File: src/rtl/decimal_converter_if.sv
// Divider bus between decimal_converter (master) and the shared Divider (slave).
// Signal names are written from the converter's point of view.
interface decimal_converter_if #(
  parameter int N = 8
);
  logic         o_div_start;
  logic [N-1:0] o_div_dividend;
  logic [N-1:0] o_div_divisor;
  logic         i_div_finished;
  logic [N-1:0] i_div_quotient;
  logic [N-1:0] i_div_remainder;
  logic         i_div_divide_by_zero;

  modport master (
    output o_div_start, o_div_dividend, o_div_divisor,
    input  i_div_finished, i_div_quotient, i_div_remainder, i_div_divide_by_zero
  );

  modport slave (
    input  o_div_start, o_div_dividend, o_div_divisor,
    output i_div_finished, i_div_quotient, i_div_remainder, i_div_divide_by_zero
  );
endinterface

File: src/rtl/decimal_converter.sv
// Binary to packed BCD converter. Peels one decimal digit per Divider
// operation (value / 10), least significant digit first, and stops early
// once the working value reaches zero.
module decimal_converter #(
  parameter int N = 8,
  parameter int D = 3
) (
  input  logic           i_clock,
  input  logic           i_reset,
  input  logic           i_start,
  input  logic [N-1:0]   i_value,
  output logic           o_busy,
  output logic           o_finished,
  output logic [4*D-1:0] o_bcd,
  output logic           o_overflow,
  output logic           o_fault,
  decimal_converter_if.master div
);

  // idx must be able to hold D itself, not just D-1
  localparam int IW = $clog2(D + 1);

  typedef enum logic [2:0] {
    S_IDLE,
    S_CHECK,
    S_ISSUE,
    S_ARM,
    S_WAIT,
    S_DONE
  } state_t;

  state_t         r_state;
  state_t         w_next;
  logic [N-1:0]   r_work;
  logic [IW-1:0]  r_idx;
  logic [4*D-1:0] r_bcd;
  logic           r_overflow;
  logic           r_fault;
  logic           w_check_done;
  logic           w_unused_rem;

  // Only the low nibble of the remainder can be a decimal digit
  assign w_unused_rem = ^div.i_div_remainder[N-1:4];

  assign w_check_done = (r_work == '0) || (r_idx == IW'(D));

  // State register
  always_ff @(posedge i_clock) begin
    if (i_reset) r_state <= S_IDLE;
    else         r_state <= w_next;
  end

  // Next-state logic
  always_comb begin
    w_next = r_state;
    case (r_state)
      S_IDLE:  if (i_start) w_next = S_CHECK;
      S_CHECK: w_next = w_check_done ? S_DONE : S_ISSUE;
      S_ISSUE: w_next = S_ARM;
      // A finished level left over from the previous op is skipped here
      S_ARM:   w_next = S_WAIT;
      S_WAIT: begin
        if (div.i_div_finished)
          w_next = div.i_div_divide_by_zero ? S_DONE : S_CHECK;
      end
      S_DONE:  w_next = S_IDLE;
      default: w_next = S_IDLE;
    endcase
  end

  // Working value, digit index and result registers
  always_ff @(posedge i_clock) begin
    if (i_reset) begin
      r_work     <= '0;
      r_idx      <= '0;
      r_bcd      <= '0;
      r_overflow <= 1'b0;
      r_fault    <= 1'b0;
    end else begin
      case (r_state)
        S_IDLE: begin
          if (i_start) begin
            r_work     <= i_value;
            r_idx      <= '0;
            r_bcd      <= '0;
            r_overflow <= 1'b0;
            r_fault    <= 1'b0;
          end
        end
        S_CHECK: begin
          // Digits ran out while value is still nonzero: too big for D digits
          if (w_check_done) r_overflow <= (r_work != '0);
        end
        S_WAIT: begin
          if (div.i_div_finished) begin
            if (div.i_div_divide_by_zero) begin
              r_fault <= 1'b1;
            end else begin
              for (int k = 0; k < D; k++)
                if (r_idx == IW'(k)) r_bcd[4*k +: 4] <= div.i_div_remainder[3:0];
              r_work <= div.i_div_quotient;
              r_idx  <= r_idx + IW'(1);
            end
          end
        end
        default: ;
      endcase
    end
  end

  assign o_busy             = (r_state != S_IDLE);
  assign o_finished         = (r_state == S_DONE);
  assign o_bcd              = r_bcd;
  assign o_overflow         = r_overflow;
  assign o_fault            = r_fault;
  assign div.o_div_start    = (r_state == S_ISSUE);
  // r_work only changes on leaving WAIT, so the dividend is stable ISSUE..WAIT
  assign div.o_div_dividend = r_work;
  assign div.o_div_divisor  = N'(10);

endmodule

File: src/flat_wrapper.sv
// flat-port wrapper written by rule: the top's interface ports become plain ports
module decimal_converter_flat 
#(
  parameter int N = 8,
  parameter int D = 3
)
  (i_clock, i_reset, i_start, i_value, o_busy, o_finished, o_bcd, o_overflow, o_fault, div_o_div_start, div_o_div_dividend, div_o_div_divisor, div_i_div_finished, div_i_div_quotient, div_i_div_remainder, div_i_div_divide_by_zero);
  decimal_converter_if #(.N(N)) div_i ();
  input  logic i_clock;
  input  logic i_reset;
  input  logic i_start;
  input  logic [N-1:0] i_value;
  output logic o_busy;
  output logic o_finished;
  output logic [4*D-1:0] o_bcd;
  output logic o_overflow;
  output logic o_fault;
  output wire logic [$bits(div_i.o_div_start)-1:0] div_o_div_start;
  output wire logic [$bits(div_i.o_div_dividend)-1:0] div_o_div_dividend;
  output wire logic [$bits(div_i.o_div_divisor)-1:0] div_o_div_divisor;
  input wire logic [$bits(div_i.i_div_finished)-1:0] div_i_div_finished;
  input wire logic [$bits(div_i.i_div_quotient)-1:0] div_i_div_quotient;
  input wire logic [$bits(div_i.i_div_remainder)-1:0] div_i_div_remainder;
  input wire logic [$bits(div_i.i_div_divide_by_zero)-1:0] div_i_div_divide_by_zero;
  assign div_o_div_start = div_i.o_div_start;
  assign div_o_div_dividend = div_i.o_div_dividend;
  assign div_o_div_divisor = div_i.o_div_divisor;
  assign div_i.i_div_finished = div_i_div_finished;
  assign div_i.i_div_quotient = div_i_div_quotient;
  assign div_i.i_div_remainder = div_i_div_remainder;
  assign div_i.i_div_divide_by_zero = div_i_div_divide_by_zero;
  decimal_converter #(.N(N), .D(D)) u_core (.i_clock(i_clock), .i_reset(i_reset), .i_start(i_start), .i_value(i_value), .o_busy(o_busy), .o_finished(o_finished), .o_bcd(o_bcd), .o_overflow(o_overflow), .o_fault(o_fault), .div(div_i));
endmodule
File: config.mk
export PLATFORM = sky130hd
export DESIGN_NAME = decimal_converter_flat
export DESIGN_NICKNAME = d
export VERILOG_FILES = /design/src/rtl/decimal_converter_if.sv /design/src/rtl/decimal_converter.sv /design/src/flat_wrapper.sv
export SDC_FILE = /design/constraint.sdc
export NUM_CORES = 1
export LEC_CHECK = 0
export ABC_AREA = 1
export CAP_MARGIN = 20
export CORE_MARGIN = 4
export CORE_UTILIZATION = 40
export CTS_CLUSTER_DIAMETER = 80
export DETAILED_ROUTE_END_ITERATION = 10
export DONT_BUFFER_PORTS = 1
export GPL_TIMING_DRIVEN = 0
export PLACE_DENSITY = 0.66
export SKIP_LAST_GASP = 1
export SYNTH_ARGS = -nofsm -noshare
export SYNTH_HDL_FRONTEND = slang
export SYNTH_SLANG_ARGS = --single-unit
File: constraint.sdc
create_clock -name i_clock -period 1.4 [get_ports i_clock]
set_input_delay 0.42 -clock i_clock [delete_from_list [all_inputs] [get_ports i_clock]]
set_output_delay 0.42 -clock i_clock [all_outputs]
set_load 0.05 [all_outputs]
# Word-level counts from Yosys, hierarchy flattened

Index checks and enable logic that the tools add are counted.

$add $sub $neg: 1
Reductions and logical operators: 15
Eq/ne operators: 16
Muxes and demuxes: 26

Operator list:

| kind                                                                    | count |
|---|---|
| 12-bit two-way mux                                                      | 3 |
| 8-bit two-way mux                                                       | 3 |
| 12-bit case mux with 2 select lines                                     | 1 |
| 8-bit case mux with 2 select lines                                      | 1 |
| 3-bit case mux with 5 select lines                                      | 1 |
| 5-bit AND reduction                                                     | 3 |
| 3-bit two-way mux                                                       | 4 |
| 4-bit two-way mux                                                       | 3 |
| 8-bit logical NOT                                                       | 1 |
| 2-bit by 1-bit inequality test with 1-bit output, second input constant | 4 |
| 2-bit inequality test, second input constant                            | 4 |
| 4-bit AND reduction                                                     | 2 |
| 8-bit nonzero test                                                      | 1 |
| 3-bit by 2-bit == test with 1-bit output, second input constant         | 2 |
| 3-bit == test, second input constant                                    | 2 |
| 2-bit two-way mux                                                       | 3 |
| 2-bit == test, second input constant                                    | 2 |
| 1-bit two-way mux                                                       | 4 |
| 1-bit case mux with 2 select lines                                      | 2 |
| 2-bit case mux with 2 select lines                                      | 1 |
| 2-bit nonzero test                                                      | 2 |
| 3-bit by 1-bit == test with 1-bit output, second input constant         | 1 |
| 3-bit logical NOT                                                       | 1 |
| 3-bit AND reduction                                                     | 1 |
| other kinds (6)                                                         | 6 |

Logic and storage cells: 66
Bits of input ports: 29
Bits in registers: 27

# Depth between registers and ports, before layout

Word-level depth: 5
Gate-level depth with buffers: 9
Gate-level depth less buffers: 9

# Worst setup path after synthesis

No wires, ideal clock.

Kind: flip-flop to output port
Start point: register u_core.r_state[2]
End point: output o_finished
Setup slack: -624 ps
Required time: 980 ps
Data arrival time: 1604 ps
Cell stages (with the launch flop): 3
Path through: dfxtp_1 inv_2 nor3_1

Word-level cells in the longest chain between the ends: 1

RTL lines:

| item                     | RTL line                 | source |
|---|---|---|
| start: declaration       | decimal_converter.sv:32  | `state_t r_state;` |
| start signal: assignment | decimal_converter.sv:50  | `else r_state <= w_next;` |
| 3-bit == test            | decimal_converter.sv:112 | `assign o_finished = (r_state == S_DONE);` |
| end: declaration         | flat_wrapper.sv:14       | `output logic o_finished;` |

Every way passes these cells.

# Worst setup path in the final report

Start point: register u_core.r_state[0]
End point: output o_finished

The elaborated chain is that of the path after synthesis.

==> results_dict.tcl <==
set metrics [dict create \
    worst_slew_pin_slew_ps 579 \
    power.density_nw_per_um2 2550 \
    dp.final_hpwl_um 2630 \
    simple_gate_fraction_of_synth_area_pct 40.1 \
    relSlewSlack_pct 61.2 \
    cp_data_arrival_time_ps 1210 \
    synth-adder-area-share_pct 3.26 \
    drt-total-wl_um 3460 \
    ctsRootBufferMaster "clkbuf_8" \
    power_frac_comb_pct 42.3 \
    antenna_found_initial 0 \
    die_width_um 70.0 \
    cts.hold.buffers_added 0 \
    die_area_um2 4900 \
    worst_setup_path_type "reg2out" \
    gr-total-overflow 0 \
    final-max-slew-violation-count 0 \
    worst_setup_hold_path_clk_slew_ps 90 \
    most_common_library_cell_in_the_layout_ignoring_fill_and_taps "nand2_1" \
    finalPower_mw 4.62 \
    critPathMaxFanout 5 \
    irDropWorstVdd_mv 0.888 \
    layout.cells.most_common_list "nand2_1, nor2_1, inv_1" \
    io_buffers 0 \
    postLayoutSetupSlackWorst_ps -230 \
    net-switching-power_mw 2.57 \
    clock_latency_ps 270 \
    areaGrowthSynthToFinish_pct 18.0 \
    routed-via-count 1399 \
    dominant_combinational_cell_family_by_area_after_synthesis "simple AND/OR/NAND/NOR gates" \
    synthCells 240 \
    cell_internal_pwr_mw 2.05 \
    period_minus_slack_ps 1630 \
    design.portCount 62 \
    drc 0 \
    clockBufferDepth 2 \
    utilization_after_layout_pct 49.2 \
    synth_compound_area_share_pct 6.76 \
    postSynthAreaPerCell_um2 6.40 \
    placedCellCount 294 \
    gp_routability_congestion 0.814 \
    violated_checks "negative setup slack" \
    drt_first_iter_violations 44 \
    wire_length_of_the_first_global_routing_pass_um 5820 \
    portion_of_netlist_area_occupied_by_mux_cells_pct 0 \
    fin_setup_tns_ps -2380 \
    grt_max_degree 15 \
    synth_area_in_xor_xnor_pct 0 \
    via_density_per_instance 4.59 \
    wl_per_cell_um 11.3 \
    synth.distinct_cells 26 \
    tritoncts "yes" \
    die_height_um 70.0 \
    final_antenna_violating_net_count 0 \
    total_leakage_power_nw 0.916 \
    post_synth_instance_area_um2 1540 \
    setup_violations 26 \
    p_clk_share_pct 9.5 \
    max_freq_mhz 614 \
    num_rows 22 \
    sequential_element_share_of_the_synthesized_area_pct 35.2 \
    setup.worst_path.end_class "primary output" \
    pwr-share-seq_pct 48.1 \
    p_sw_share_pct 55.5 \
    clock_sink_count 27 \
    antenna_cells 0 \
    timing.hold.ws_ps 198 \
    timing.final.hold_violations 0 \
    final-instance-count-excl-fill 305 \
    clock-skew-final_ps 2.83 \
    cts.htree.levels 1 \
    yosys_register_bits 27 \
    post_route_cells_drive_above_1_share_pct 21.0 \
    grt_pass1_vias 1382 \
    detail_route.first_pass.iterations 4 \
    hold_path.class "in2reg" \
    synth.yosys.warnings 0 \
    nets 291 \
    worstPathRequired_ps 980 \
    timing.critical_path.from_type "flip-flop" \
    core-area_um2 3690 \
    grt_usage_pct 14.3 \
    cap_violations 0 \
    outcome "finished with violations" \
    initial_core_util_pct 41.7 \
    cts_buffers 3 \
    rsz0062_at_grt "true" \
    post-route-period-util_pct 116 \
    fillers 396 \
]
## synth_stat cells
cell type,instances,area [um^2]
a21oi_1,4,20.0
and2_1,1,6.26
buf_2,1,5.00
buf_4,8,60.1
buf_6,2,22.5
clkbuf_1,3,11.3
conb_1,2,7.51
dfxtp_1,27,541
ha_1,4,50.1
inv_1,27,101
inv_2,5,18.8
nand2_1,64,240
nand2_4,2,22.5
nand3_1,10,50.1
nand3_2,1,10.0
nand4_1,4,25.0
nor2_1,54,203
nor2_2,1,6.26
nor2_4,1,11.3
nor2_8,1,20.0
nor3_1,3,15.0
o211ai_1,1,7.51
o21ai_0,11,55.1
o21ai_1,1,5.00
o21ai_4,1,16.3
or2_2,1,6.26
## registers in the layout, indices dropped and copies added, names as in the netlist
name and flops:
u_core.r_idx 2, u_core.div.o_div_dividend 8, u_core.o_overflow 1, u_core.o_bcd 12
u_core.o_fault 1, u_core.r_state 3
## critical path, cell delays in order (launching register included)
cell,delay (ps)
dfxtp_4,400
inv_2,80
nor3_4,470
## through the flow
stage / cell area (um^2) / worst slack [ps]
4_1_cts: 1790 / -236
2_1_floorplan: 1580 / -66.9
3_3_place_gp: 1640 / -131
6_report: 1810 / -230
3_5_place_dp: 1640 / -138
5_1_grt: 1810 / -269
## worst paths after layout
path                     startpoint                end  slack (ps)  depth (start not counted)
setup / recovery  u_core.r_state[0]         o_finished        -230                          2
hold / removal              i_reset  u_core.r_state[1]         200                          1
setup reg to reg  u_core.r_state[1]    u_core.r_idx[0]        -120                          8
hold reg to reg     u_core.r_idx[1]    u_core.r_idx[1]         550                          2
## layer usage
metal | up-vias | wire length, um | GRT usage (%)
li1 | 747 | - | -
met1 | 616 | 1410 | 15.3
met2 | 30 | 1740 | 25.7
met3 | 6 | 243 | 4.60
met4 | 0 | 60 | 5.96
met5 | - | 0 | 0
## layout make-up
type | count | area (um^2) | share of cell area (%)
multi-input combinational | 173 | 851 | 46.9
sequential | 27 | 562 | 31.0
inverter | 32 | 125 | 6.90
buffer | 14 | 105 | 5.80
timing repair buffer | 7 | 65.1 | 3.59
tap | 48 | 60.1 | 3.31
clock buffer | 4 | 45.0 | 2.48
## timing repair
item,in CTS,in global routing
setup buffers,6,1
pin swaps,2,1
resized for setup,22,6
endpoints found under the setup margin,26,28
## cell families after synthesis
family                   count (synthesis)
AND/OR/NAND/NOR                        143
buffers and inverters                   46
flip-flops                              27
AO/OA/AOI/OAI                           18
adder cells (fa/ha/maj)                  4
other                                    2
## power by group through the flow
stage / Combinational (mW) / Sequential (mW) / Clock, mW
after floorplan: 1.48 / 2.13 / 0
after detailed placement: 1.72 / 2.22 / 0
final: 1.96 / 2.22 / 0.440
after global routing: 2.23 / 2.28 / 0.478
after global placement: 1.70 / 2.21 / 0
after CTS: 1.91 / 2.24 / 0.460
Note: power is estimated with default switching activity, not from simulation.
